File: config.mk
export PLATFORM = sky130hd
export DESIGN_NAME = watch_run_ctrl_flat
export DESIGN_NICKNAME = d
export VERILOG_FILES = /design/src/rtl/watch_pkg.sv /design/src/rtl/watch_run_ctrl_if.sv /design/src/rtl/watch_run_ctrl_bcd2_counter.sv /design/src/rtl/watch_run_ctrl.sv /design/src/flat_wrapper.sv
export SDC_FILE = /design/constraint.sdc
export NUM_CORES = 1
export LEC_CHECK = 0
export ABC_AREA = 1
export CORE_MARGIN = 1
export CORE_UTILIZATION = 44
export DETAILED_ROUTE_END_ITERATION = 7
export GPL_TIMING_DRIVEN = 0
export PLACE_DENSITY = 0.86
export SYNTH_ARGS = -nofsm -noshare
export SYNTH_HDL_FRONTEND = slang
export SYNTH_SLANG_ARGS = --single-unit
export TNS_END_PERCENT = 10
File: constraint.sdc
create_clock -name clk -period 1.8 [get_ports clk]
set_clock_uncertainty 0.15 [all_clocks]
set_input_delay 0.18 -clock clk [delete_from_list [all_inputs] [get_ports clk]]
set_output_delay 0.18 -clock clk [all_outputs]
set_load 0.01 [all_outputs]
File: src/rtl/watch_pkg.sv
// Shared definitions for the stopwatch run/lap controller.
//   state_e    : run FSM encoding (IDLE, RUN, LAP, STOP)
//   bcd_t      : one BCD digit
//   BLANK_IDLE : blank mask shown while cleared (lap-count digits dark)
//   bcd_tens / bcd_units : split a 0..99 integer into BCD digits
package watch_pkg;

  typedef enum logic [1:0] {
    IDLE = 2'd0,
    RUN  = 2'd1,
    LAP  = 2'd2,
    STOP = 2'd3
  } state_e;

  typedef logic [3:0] bcd_t;

  localparam logic [7:0] BLANK_IDLE = 8'hC0;

  function automatic bcd_t bcd_tens(int unsigned v);
    return bcd_t'(v / 10);
  endfunction

  function automatic bcd_t bcd_units(int unsigned v);
    return bcd_t'(v % 10);
  endfunction

endpackage

File: src/rtl/watch_run_ctrl_if.sv
// Signal bundle between the button/watch-core side and the run controller.
//   ss_tgl, lap_tgl : debounced toggle levels (each change is one press)
//   blink_tick      : one-cycle blink-rate strobe
//   live            : watch core digits Q5..Q0, Q0 in [3:0]
//   run, clr        : count enable and one-cycle clear to the watch core
//   disp, blank     : digits D7..D0 and per-digit blank mask to the display
// master drives the inputs of the controller, slave is the controller.
interface watch_run_ctrl_if;
  logic        ss_tgl;
  logic        lap_tgl;
  logic        blink_tick;
  logic [23:0] live;
  logic        run;
  logic        clr;
  logic [31:0] disp;
  logic [7:0]  blank;

  modport master (
    output ss_tgl, lap_tgl, blink_tick, live,
    input  run, clr, disp, blank
  );

  modport slave (
    input  ss_tgl, lap_tgl, blink_tick, live,
    output run, clr, disp, blank
  );
endinterface

File: src/rtl/watch_run_ctrl_bcd2_counter.sv
// Two-digit BCD counter used for the lap count.
//   clk, rstn : clock, asynchronous active-low reset
//   inc_i     : advance by one, wrapping from WRAP to 00
//   clr_i     : synchronous clear to 00 (wins over inc_i)
//   tens_o, units_o : registered count digits
module bcd2_counter
  import watch_pkg::*;
#(
  parameter int unsigned WRAP = 99
) (
  input  logic clk,
  input  logic rstn,
  input  logic inc_i,
  input  logic clr_i,
  output bcd_t tens_o,
  output bcd_t units_o
);

  localparam bcd_t WRAP_TENS  = bcd_tens(WRAP);
  localparam bcd_t WRAP_UNITS = bcd_units(WRAP);

  bcd_t tens_q, tens_d;
  bcd_t units_q, units_d;

  always_comb begin
    tens_d  = tens_q;
    units_d = units_q;
    if (clr_i) begin
      tens_d  = '0;
      units_d = '0;
    end else if (inc_i) begin
      if (tens_q == WRAP_TENS && units_q == WRAP_UNITS) begin
        tens_d  = '0;
        units_d = '0;
      end else if (units_q == 4'd9) begin
        tens_d  = tens_q + 4'd1;
        units_d = '0;
      end else begin
        units_d = units_q + 4'd1;
      end
    end
  end

  always_ff @(posedge clk or negedge rstn) begin
    if (!rstn) begin
      tens_q  <= '0;
      units_q <= '0;
    end else begin
      tens_q  <= tens_d;
      units_q <= units_d;
    end
  end

  assign tens_o  = tens_q;
  assign units_o = units_q;

endmodule

File: src/rtl/watch_run_ctrl.sv
// Stopwatch run/lap controller.
// Turns start/stop and lap/clear toggle levels into a four-state run FSM,
// drives the watch core's count enable and clear, and selects what the
// 8-digit display shows (live time, frozen lap capture, lap count on D7..D6).
//   clk, rstn : clock, asynchronous active-low reset
//   bus       : watch_run_ctrl_if.slave (toggles, blink strobe, live digits
//               in; run, clr, disp, blank out -- all outputs registered)
//   LAP_WRAP  : last lap-count value before wrapping to 00 (1..99)
//   BLINK_EN  : 1 = lap-count digits blink while a lap is frozen
module watch_run_ctrl
  import watch_pkg::*;
#(
  parameter int unsigned LAP_WRAP = 99,
  parameter bit          BLINK_EN = 1'b1
) (
  input logic             clk,
  input logic             rstn,
  watch_run_ctrl_if.slave bus
);

  logic        ss_q, lap_q, armed_q;
  logic        ss_p, lap_p;
  state_e      state_q, state_d;
  logic [23:0] lap_reg_q, lap_reg_d;
  logic        blink_ph_q, blink_ph_d;
  logic        run_q, run_d;
  logic        clr_q, clr_d;
  logic [23:0] disp_lo_q, disp_lo_d;
  logic [7:0]  blank_q, blank_d;
  logic        enter_lap, cnt_clr;
  bcd_t        cnt_tens, cnt_units;

  // armed_q stays low for the first edge after reset so a toggle level that
  // moved during reset is loaded into ss_q/lap_q without counting as a press.
  always_ff @(posedge clk or negedge rstn) begin
    if (!rstn) begin
      ss_q    <= 1'b0;
      lap_q   <= 1'b0;
      armed_q <= 1'b0;
    end else begin
      ss_q    <= bus.ss_tgl;
      lap_q   <= bus.lap_tgl;
      armed_q <= 1'b1;
    end
  end

  // Start/stop wins over a simultaneous lap press.
  assign ss_p  = armed_q & (bus.ss_tgl ^ ss_q);
  assign lap_p = armed_q & (bus.lap_tgl ^ lap_q) & ~ss_p;

  always_ff @(posedge clk or negedge rstn) begin
    if (!rstn) state_q <= IDLE;
    else       state_q <= state_d;
  end

  always_comb begin
    state_d = state_q;
    case (state_q)
      IDLE:    if (ss_p) state_d = RUN;
      RUN:     if (ss_p) state_d = STOP; else if (lap_p) state_d = LAP;
      LAP:     if (ss_p) state_d = STOP; else if (lap_p) state_d = RUN;
      STOP:    if (ss_p) state_d = RUN;  else if (lap_p) state_d = IDLE;
      default: state_d = IDLE;
    endcase
  end

  assign enter_lap = (state_q == RUN)  && (state_d == LAP);
  assign cnt_clr   = (state_q == STOP) && (state_d == IDLE);

  // Outputs are computed from the next state so they change on the same
  // edge as the state itself.
  always_comb begin
    lap_reg_d  = enter_lap ? bus.live : lap_reg_q;
    blink_ph_d = enter_lap ? 1'b0 : (blink_ph_q ^ bus.blink_tick);
    run_d      = (state_d == RUN) || (state_d == LAP);
    clr_d      = cnt_clr;
    disp_lo_d  = (state_d == LAP) ? lap_reg_d : bus.live;
    if (state_d == IDLE)
      blank_d = BLANK_IDLE;
    else if (state_d == LAP && BLINK_EN)
      blank_d = {{2{blink_ph_d}}, 6'b0};
    else
      blank_d = 8'h00;
  end

  always_ff @(posedge clk or negedge rstn) begin
    if (!rstn) begin
      lap_reg_q  <= '0;
      blink_ph_q <= 1'b0;
      run_q      <= 1'b0;
      clr_q      <= 1'b0;
      disp_lo_q  <= '0;
      blank_q    <= BLANK_IDLE;
    end else begin
      lap_reg_q  <= lap_reg_d;
      blink_ph_q <= blink_ph_d;
      run_q      <= run_d;
      clr_q      <= clr_d;
      disp_lo_q  <= disp_lo_d;
      blank_q    <= blank_d;
    end
  end

  bcd2_counter #(.WRAP(LAP_WRAP)) u_lap_cnt (
    .clk     (clk),
    .rstn    (rstn),
    .inc_i   (enter_lap),
    .clr_i   (cnt_clr),
    .tens_o  (cnt_tens),
    .units_o (cnt_units)
  );

  // Lap-count digits come straight from the counter registers.
  assign bus.run   = run_q;
  assign bus.clr   = clr_q;
  assign bus.disp  = {cnt_tens, cnt_units, disp_lo_q};
  assign bus.blank = blank_q;

endmodule

File: src/flat_wrapper.sv
// flat-port wrapper written by rule: the top's interface ports become plain ports
module watch_run_ctrl_flat import watch_pkg::*;
#(
  parameter int unsigned LAP_WRAP = 99,
  parameter bit          BLINK_EN = 1'b1
)
  (clk, rstn, bus_ss_tgl, bus_lap_tgl, bus_blink_tick, bus_live, bus_run, bus_clr, bus_disp, bus_blank);
  watch_run_ctrl_if bus_i ();
  input logic clk;
  input logic rstn;
  input wire logic [$bits(bus_i.ss_tgl)-1:0] bus_ss_tgl;
  input wire logic [$bits(bus_i.lap_tgl)-1:0] bus_lap_tgl;
  input wire logic [$bits(bus_i.blink_tick)-1:0] bus_blink_tick;
  input wire logic [$bits(bus_i.live)-1:0] bus_live;
  output wire logic [$bits(bus_i.run)-1:0] bus_run;
  output wire logic [$bits(bus_i.clr)-1:0] bus_clr;
  output wire logic [$bits(bus_i.disp)-1:0] bus_disp;
  output wire logic [$bits(bus_i.blank)-1:0] bus_blank;
  assign bus_i.ss_tgl = bus_ss_tgl;
  assign bus_i.lap_tgl = bus_lap_tgl;
  assign bus_i.blink_tick = bus_blink_tick;
  assign bus_i.live = bus_live;
  assign bus_run = bus_i.run;
  assign bus_clr = bus_i.clr;
  assign bus_disp = bus_i.disp;
  assign bus_blank = bus_i.blank;
  watch_run_ctrl #(.LAP_WRAP(LAP_WRAP), .BLINK_EN(BLINK_EN)) u_core (.clk(clk), .rstn(rstn), .bus(bus_i));
endmodule
# Word-level counts from Yosys, hierarchy flattened
# Cells that the tools add are included.
dict set report word_totals {
  ff_bits 72
  in_bits 29
  output_inout_bits 42
  elab_cells 58
}
dict set report classes {
  add_sub_neg 2
  eq_ne 7
  muxes 21
  n_bitwise 7
  reduce_logical 9
}
# op count
set op_table {}
lappend op_table {{2-to-1 mux 24 bit} 2}
lappend op_table {{2-to-1 mux 4 bit} 8}
lappend op_table {{2-to-1 mux 8 bit} 2}
lappend op_table {{2-to-1 mux 2 bit} 7}
lappend op_table {{adder 4 x 1 -> 4 bit (second input constant)} 2}
lappend op_table {{== test 4 bit (second input constant)} 2}
lappend op_table {{case mux 2 bit (4 select lines)} 1}
lappend op_table {{== test 2 bit (second input constant)} 3}
lappend op_table {{== test 2 x 1 -> 1 bit (second input constant)} 2}
lappend op_table {{zero test 2 bit} 2}
lappend op_table {{bitwise AND 1 bit} 3}
lappend op_table {{logical AND 1 bit} 3}
lappend op_table {{nonzero test 3 bit} 1}
lappend op_table {{XOR 1 bit} 3}
lappend op_table {{AND reduction 2 bit} 1}
lappend op_table {{nonzero test 2 bit} 1}
lappend op_table {{logical OR 1 bit} 1}
lappend op_table {{2-to-1 mux 1 bit} 1}
lappend op_table {{inverter 1 bit} 1}

# Logic depth before layout (Yosys ltp)
# Gate-level depths: netlist of the first run.
dict set report depth {
  word_depth 12
  depth_mapped 14
  ltp_nobuf 14
}

# Cells and area by module
# From an unflattened synthesis of the first run, not the netlist that was laid out.
dict set report unflattened {
  cells_unflattened 296
  area_unflattened_um2 2810.2
}
# mod n_inst cells_each area_per_inst_um2 seq_area_each_um2
set modules_own_cells {}
lappend modules_own_cells {watch_run_ctrl 1 233 2306.0 1427.6}
lappend modules_own_cells {bcd2_counter 1 63 504.2 200.2}

# Worst setup path before layout of the first run
# No wires, ideal clock.
dict set report synth_timing {
  kind {register -> register}
  from {reg u_core.ss_q}
  to {reg u_core.disp_lo_q[10]}
  setup_time_ps 130
  arrival_ps 1537
  required_ps 1520
  slack_ps -17
  stages_incl_launch_ff 15
  path_buffers 1
  period_less_slack_ps 1817
  path_cell_list {dfrtp_1 > inv_1 > nand2_1 > nand3_1 > nand2_1 > nor2_1 > nor2_1 > inv_1 > ha_1 > nand2_4 > buf_4 > nand2_1 > o21ai_2 > nand2_1 > o21ai_0}
}
dict set report synth_via {
  elab_chain_cells 11
  word_cells_on_any_way 16
  classes_between {1 x eq/ne; 10 x mux; 4 x bitwise; 1 x reduce/logical}
}
# item line_no
set synth_rtl {}
lappend synth_rtl {{from (decl)} watch_run_ctrl.sv:21} ;# logic ss_q, lap_q, armed_q;
lappend synth_rtl {{from (signal assigned)} watch_run_ctrl.sv:41} ;# ss_q <= bus.ss_tgl;
lappend synth_rtl {{XOR 1 bit (*)} watch_run_ctrl.sv:48} ;# assign ss_p = armed_q & (bus.ss_tgl ^ ss_q);
lappend synth_rtl {{bitwise AND 1 bit (*)} watch_run_ctrl.sv:48}
lappend synth_rtl {{inverter 1 bit} watch_run_ctrl.sv:49} ;# assign lap_p = armed_q & (bus.lap_tgl ^ lap_q) & ~ss_p;
lappend synth_rtl {{bitwise AND 1 bit} watch_run_ctrl.sv:49}
lappend synth_rtl {{2-to-1 mux 2 bit (on tied branches) (2 in series)} {watch_run_ctrl.sv:62, watch_run_ctrl.sv:60, watch_run_ctrl.sv:61}}
lappend synth_rtl {{case mux 2 bit (4 select lines) (*)} watch_run_ctrl.sv:58} ;# case (state_q)
lappend synth_rtl {{net u_core.state_d[0]} watch_run_ctrl.sv:23} ;# state_e state_q, state_d;
lappend synth_rtl {{== test 2 bit (*)} watch_run_ctrl.sv:67} ;# assign enter_lap = (state_q == RUN) && (state_d == LAP);
lappend synth_rtl {{logical AND 1 bit (*)} watch_run_ctrl.sv:67}
lappend synth_rtl {{2-to-1 mux 24 bit (*)} watch_run_ctrl.sv:73} ;# lap_reg_d = enter_lap ? bus.live : lap_reg_q;
lappend synth_rtl {{net u_core.lap_reg_d[10]} watch_run_ctrl.sv:24} ;# logic [23:0] lap_reg_q, lap_reg_d;
lappend synth_rtl {{2-to-1 mux 24 bit (*)} watch_run_ctrl.sv:77} ;# disp_lo_d = (state_d == LAP) ? lap_reg_d : bus.live;
lappend synth_rtl {{net u_core.disp_lo_d[10]} watch_run_ctrl.sv:28} ;# logic [23:0] disp_lo_q, disp_lo_d;
lappend synth_rtl {{to (signal assigned)} watch_run_ctrl.sv:99} ;# disp_lo_q <= disp_lo_d;
lappend synth_rtl {{to (decl)} watch_run_ctrl.sv:28}
# The timed path passes the listed nets; every way through them passes the cells marked *.
# A chain may end at the register's enable or synchronous reset.

# Worst setup path in the final report of the first run
dict set report layout_timing {
  from {reg u_core.ss_q}
  to {reg u_core.u_lap_cnt.units_q[0] (netlist: u_core.u_lap_cnt.units_o[0])}
}
dict set report layout_via {
  elab_chain_cells 10
  word_cells_on_any_way 18
  classes_between {1 x eq/ne; 9 x mux; 4 x bitwise; 4 x reduce/logical}
}
# item line_no
set layout_rtl {}
lappend layout_rtl {{XOR 1 bit (*)} watch_run_ctrl.sv:48}
lappend layout_rtl {{bitwise AND 1 bit (*)} watch_run_ctrl.sv:48}
lappend layout_rtl {{inverter 1 bit} watch_run_ctrl.sv:49}
lappend layout_rtl {{bitwise AND 1 bit} watch_run_ctrl.sv:49}
lappend layout_rtl {{2-to-1 mux 2 bit (on tied branches) (2 in series)} {watch_run_ctrl.sv:62, watch_run_ctrl.sv:60, watch_run_ctrl.sv:61}}
lappend layout_rtl {{case mux 2 bit (4 select lines) (*)} watch_run_ctrl.sv:58}
lappend layout_rtl {{net u_core.state_d[1]} watch_run_ctrl.sv:23}
lappend layout_rtl {{== test 2 bit / zero test 2 bit (equally long branches)} {watch_run_ctrl.sv:67, watch_run_ctrl.sv:68}}
lappend layout_rtl {{logical AND 1 bit (on tied branches)} {watch_run_ctrl.sv:67, watch_run_ctrl.sv:68}}
lappend layout_rtl {{nonzero test 2 bit (no line) / 2-to-1 mux 4 bit (equally long branches)} --}
lappend layout_rtl {{to (signal assigned)} watch_run_ctrl_bcd2_counter.sv:50} ;# units_q <= units_d;
lappend layout_rtl {{to (decl)} watch_run_ctrl_bcd2_counter.sv:23} ;# bcd_t units_q, units_d;
# Marks and branches as above.

==> run metrics, run 1 <==
Yosys top cell area share=57.1%; Hold Vio Cnt, Final=0; pre-CTS WS=-0.666 ns; complex-gate fraction of the synthesized area=between 10% and 20%; # nets final=415; Critical Path AT=2.06 ns; Cells after DPL=431; Power, Total=5.68 mW; initial core utilization=46.6%; Slew Limit Headroom=48.5%; Overflow after GRT=0; DRT Pass-1 Iters=4; initial DRC count=between 100 and 150; fin crit share=110%; most frequent cells in the layout=dfrtp_1 (63), clkdlybuf4s50_1 (61), nand2_1 (47), inv_1 (36), o21ai_2 (23); setup_tns=-4.97 ns; fin. max-slew vios=0; # H-tree levels=3; kind of critical path=flip-flop to flip-flop; worst slew pin tran=~0.77 ns; crit start category=flip-flop; hpwl dp=3910 um; drt drc=0; Synth area leaders=dfrtp_1 (57%), nand2_1 (10%), o21ai_2 (7.8%); TritonCTS clock tree=done; WL final=6300 um; final instance area=0.00425 sq mm; XOR/XNOR share of the synthesized area=0.937%; post-layout worst setup margin=-0.182 ns; largest family of logic cells by synthesized area=simple AND/OR/NAND/NOR gates; status=finished, violations left; top-level I/O count=71; first-pass GRT wire length=10000 um; die area=0.00670 sq mm; Pwr per Cell Area=1340 mW/mm^2; fill count=446; Worst Path Required=about 1.9 ns; pin count of the biggest net entering global routing=35; Max Freq=505 MHz; WL/cell=13.7 um; mapped cell area=roughly 0.0028 sq mm; Synth Area per Inst=between 9 and 10 sq um; Min-Delay Path Class=input port to flip-flop; Cell Count, Final, Fillers Out=460; share of layout cells above drive strength 1=30.9%; commonest non-fill, non-tap cell in the layout=dfrtp_1; Simple-Gate Fraction of Synth Area=between 10% and 20%; worst hold slack=between 0.2 and 0.25 ns; leading area contributor after synthesis=dfrtp_1; Critical Path Sink Type=flip-flop; vias per inst=roughly 4.8; sequential fraction of the synthesis area=58.0%; GR Util All Layers=20.2%; fin crit period=1.98 ns; Ys Warns=0; Antenna Nets Post-Route=0; Area after DPL=0.00358 sq mm; final setup fails=53; cell row count=28; failing checks=setup timing; initial antenna violation count=0; Die Height=81.8 um; post-synthesis to final-layout area growth=51.6%; root buffer cell=clkbuf_8; TritonCTS Buffers=9; # diodes=0; clk buf depth=2; Max IR drop VDD=0.815 mV; I/O Buffers=64; mux cell area share after synthesis=0%; Post-Synthesis Cells=286; RSZ-0062 raised after global routing=true; CP max FO=7; Clock Latency Late Sink=0.33 ns; max-cap check violation count=0; leakage=roughly 2.0 nW; GPL Wtd Cong=between 0.7 and 0.8; final core utilization=slightly above 70%; vias in the first global route=2161; clock-pin slew on the worst setup and hold paths=0.07 ns; core box area=0.00603 sq mm; FF+latch count, synth=65; Netlist cell types=28; Sink Count=between 60 and 70; Die X-Extent=81.8 um; Post-Synth Adder-Cell Area=2.68%; vias=2209
-- registers in the layout (all words and copies together) (netlist names), 2 cells and up --
| name | flops |
|---|---|
| u_core.u_lap_cnt.tens_o | 4 |
| u_core.disp_lo_q | 24 |
| u_core.state_q | 2 |
| u_core.lap_reg_q | 24 |
| u_core.u_lap_cnt.units_o | 4 |
-- critical path, cell delays in order, from the launching register on --
cell	delay (ns)
dfrtp_1	0.40
nand2_2	0.09
nand3_2	0.09
nand2_2	0.10
nand2_1	0.06
nand2_1	0.07
nand2_2	0.10
inv_2	0.09
ha_4	0.14
nand3_4	0.15
o21ai_4	0.18
nor2_4	0.08
o21a_1	0.17
-- worst paths after layout --
check	slack, ns	endpoint	cells past startpoint	startpoint
worst max-delay path	-0.18	u_core.u_lap_cnt.units_o[0]	12	u_core.ss_q
max in group asynchronous	0.56	u_core.lap_reg_q[10]	3	rstn
min in group asynchronous	0.31	u_core.u_lap_cnt.tens_o[2]	2	rstn
worst max register to register	-0.18	u_core.u_lap_cnt.units_o[0]	12	u_core.ss_q
worst min register to register	0.33	u_core.lap_reg_q[8]	2	u_core.lap_reg_q[8]
worst min-delay path	0.20	u_core.lap_q	1	bus_lap_tgl
-- timing repair --
item | CTS | global route
gates resized for setup | 34 | 59
pin swaps | 7 | 7
cloned | 1 | 3
setup endpoints to repair | 59 | 59
hold buffers | 2 | 0
buffers inserted | 5 | 2
hold endpoints to repair | 33 | 0
-- where the power goes --
part / leakage [nW] / internal [mW] / switching [mW] / total (mW)
clock: 0.126 / 0.951 / 0.564 / 1.51
sequential: 0.795 / 1.92 / 0.296 / 2.22
combinational: 1.12 / 1.00 / 0.953 / 1.95
total: 2.04 / 3.87 / 1.81 / 5.68
-- cells by family after synthesis --
family | Yosys count
XOR/XNOR | 3
AO/OA/AOI/OAI | 53
adder cells (fa/ha/maj) | 6
other | 2
flip-flops | 65
buffers and inverters | 57
AND/OR/NAND/NOR | 100
-- routing by layer --
layer	wire (um)	part of all wire [%]	vias up	global-route usage (%)
met1	2620	42	1065	24.0
met5	0	0	-	0
met3	230	3.7	9	3.11
li1	-	-	1077	-
met2	3310	53	58	35.0
met4	130	2.1	0	10.4
-- cell usage after synthesis --
library cell  count
clkbuf_1          3
o21ai_0          22
nand3_2           1
nand3b_1          1
a21o_1            1
nand2_4           1
inv_1            39
nand2_1          75
dfrtp_1          64
a21oi_1           1
nand2_2           1
xnor2_1           1
dfstp_2           1
ha_1              6
nand3_1           8
o21a_1            1
nor2_1            6
o21ai_2          25
inv_2             1
nor2_2            1
o21ai_1           3
nor2_4            1
buf_4             8
xor2_1            2
buf_2             2
buf_6             4
conb_1            2
nand4_1           5
-- final cells by class --
cell class	instances	area [sq um]	area share, %
buffer	17	171	4.03
tap	75	93.8	2.21
sequential	65	1630	38.3
inverter	40	150	3.53
multi-input combinational	170	1160	27.3
clock inverter	6	105	2.47
clock buffer	10	138	3.24
timing repair buffer	77	806	19.0
No activity file was read; power rests on OpenSTA's default activity.
==> run 2, diff against run 1 <==
--- a/config.mk
+++ b/config.mk
@@ -10,7 +10,7 @@
 export CORE_UTILIZATION = 44
 export DETAILED_ROUTE_END_ITERATION = 7
 export GPL_TIMING_DRIVEN = 0
-export PLACE_DENSITY = 0.86
+export PLACE_DENSITY = 0.75
 export SYNTH_ARGS = -nofsm -noshare
 export SYNTH_HDL_FRONTEND = slang
 export SYNTH_SLANG_ARGS = --single-unit
==> run metrics, run 2 (synthesis results as in run 1) <==
status=finished, violations left (unchanged); failing checks=setup timing (unchanged); root buffer cell=clkbuf_8 (unchanged); clk buf depth=2 (unchanged); R2R Path Start=u_core.ss_q (unchanged); final setup fails=44 (was 53); top-level I/O count=71 (unchanged); first-pass GRT wire length=9490 um (was 10000 um); post-synthesis to final-layout area growth=49.4% (was 51.6%); RSZ-0062 raised after global routing=true (unchanged); TritonCTS Buffers=9 (unchanged); Worst Path Required=1.88 ns (about the same); max-cap check violation count=0 (unchanged); Antenna Nets Post-Route=0 (unchanged); Pwr per Cell Area=1310 mW/mm^2 (was 1340 mW/mm^2); fin crit share=114% (was 110%); Die X-Extent=81.8 um (unchanged); CP startpoint=u_core.ss_q (unchanged); Die Height=81.8 um (unchanged); CP max FO=6 (was 7); worst slew pin tran=0.798 ns (was 0.772 ns); I/O Buffers=64 (unchanged); Critical Path AT=2.14 ns (was 2.06 ns); cell row count=28 (unchanged); GPL Wtd Cong=0.733 (was 0.766); drt drc=0 (unchanged); Cell Count, Final, Fillers Out=463 (was 460); crit start category=flip-flop (unchanged); fin crit period=2.06 ns (was 1.98 ns); clock-pin slew on the worst setup and hold paths=0.07 ns (about the same); Sink Count=65 (unchanged); # nets final=418 (was 415); Max Freq=486 MHz (was 505 MHz); GR Util All Layers=19.7% (was 20.2%); leakage=2.00 nW (was 2.04 nW); pin count of the biggest net entering global routing=66 (was 35); fill count=463 (was 446); most frequent cells in the layout=dfrtp_1 (62), clkdlybuf4s50_1 (61), nand2_1 (53), inv_1 (35), o21ai_2 (23) (was dfrtp_1 (63), clkdlybuf4s50_1 (61), nand2_1 (47), inv_1 (36), o21ai_2 (23)); commonest non-fill, non-tap cell in the layout=dfrtp_1 (unchanged); vias=2148 (was 2209); core box area=0.00603 sq mm (unchanged); WL final=6090 um (was 6300 um); Max IR drop VDD=0.750 mV (was 0.815 mV); initial DRC count=78 (was 104); vias in the first global route=2070 (was 2161); Min-Delay Path Class=input port to flip-flop (unchanged); DRT Pass-1 Iters=4 (unchanged); TritonCTS clock tree=done (unchanged); HP Start=bus_lap_tgl (unchanged); # diodes=0 (unchanged); initial core utilization=46.6% (unchanged); post-layout worst setup margin=-0.259 ns (was -0.182 ns); Largest regs=u_core.disp_lo_q: 24 flops, u_core.lap_reg_q: 24 flops (unchanged); # H-tree levels=3 (unchanged); vias per inst=4.64 (was 4.80); WL/cell=13.2 um (was 13.7 um); Hold Vio Cnt, Final=0 (unchanged); die area=0.00670 sq mm (unchanged); kind of critical path=flip-flop to flip-flop (unchanged); share of layout cells above drive strength 1=30.9% (about the same); Power, Total=5.48 mW (was 5.68 mW); hpwl dp=3710 um (was 3910 um); fin. max-slew vios=0 (unchanged); initial antenna violation count=0 (unchanged); Overflow after GRT=0 (unchanged); Slew Limit Headroom=46.8% (was 48.5%); Critical Path Sink Type=flip-flop (unchanged); Clock Latency Late Sink=0.34 ns (was 0.33 ns); Cells after DPL=430 (was 431)
-- run 2: critical path, cell delays in order, from the launching register on --
cell     delay [ns]
dfrtp_1        0.40
nand2_2        0.08
nand3_2        0.09
nand2_2        0.11
nor2_2         0.04
nor2_2         0.15
inv_2          0.09
ha_4           0.20
nand2_8        0.12
buf_8          0.14
buf_6          0.13
nand2_8        0.07
a21oi_2        0.12
nor2_1         0.05
-- run 2: through the flow --
step	utilization, %	setup TNS, ns	area (sq um)	hold slack (ns)	worst slack, ns
3_3_place_gp	59.1	-133.35	3560	0.301	-1.69
6_report	69.6	-6.28	4190	0.179	-0.259
5_1_grt	69.6	-11.11	4190	0.182	-0.347
2_1_floorplan	-	0	2830	-0.266	0.0174
3_5_place_dp	59.1	-27.60	3560	0.172	-0.598
4_1_cts	66.3	-2.79	3990	0.175	-0.120
-- run 2: layout make-up --
class	count	area [sq um]	area share [%]
well taps	75	93.8	2.24
clock buffers	10	138	3.28
clock inverters	6	91.3	2.18
repair buffers	80	812	19.4
multi-input cells	170	1120	26.7
flip-flops and latches	65	1630	38.9
inverters	40	153	3.64
plain buffers	17	156	3.73
-- run 2: worst paths after layout --
kind | to | slack (ns) | cells past startpoint
max | u_core.u_lap_cnt.units_o[2] | -0.26 | 13
min | u_core.lap_q | 0.18 | 1
max reg2reg | u_core.u_lap_cnt.units_o[2] | -0.26 | 13
min reg2reg | u_core.lap_reg_q[11] | 0.32 | 2
max in group asynchronous | u_core.state_q[1] | 0.61 | 2
min in group asynchronous | u_core.u_lap_cnt.tens_o[3] | 0.31 | 2
-- run 2: where the power goes --
part / leakage [nW] / switching (mW) / internal, mW
Sequential: 0.794 / 0.257 / 1.92
Clock: 0.105 / 0.577 / 0.819
Combinational: 1.10 / 0.936 / 0.975
Total: 2.00 / 1.77 / 3.71
-- run 2: timing repair --
| action | in CTS | in global routing |
|---|---|---|
| endpoints found under the hold margin | 65 | 0 |
| pin swaps | 10 | 9 |
| hold buffers | 2 | 0 |
| endpoints found under the setup margin | 59 | 60 |
| setup buffers | 4 | 8 |
| cloned | 2 | 1 |
| gates resized for setup | 37 | 45 |
-- run 2: layer usage --
layer	track usage (%)	part of all wire, %
met5	0	0
met1	25.2	43
met3	7.00	5.5
met4	8.25	1.6
met2	30.2	50
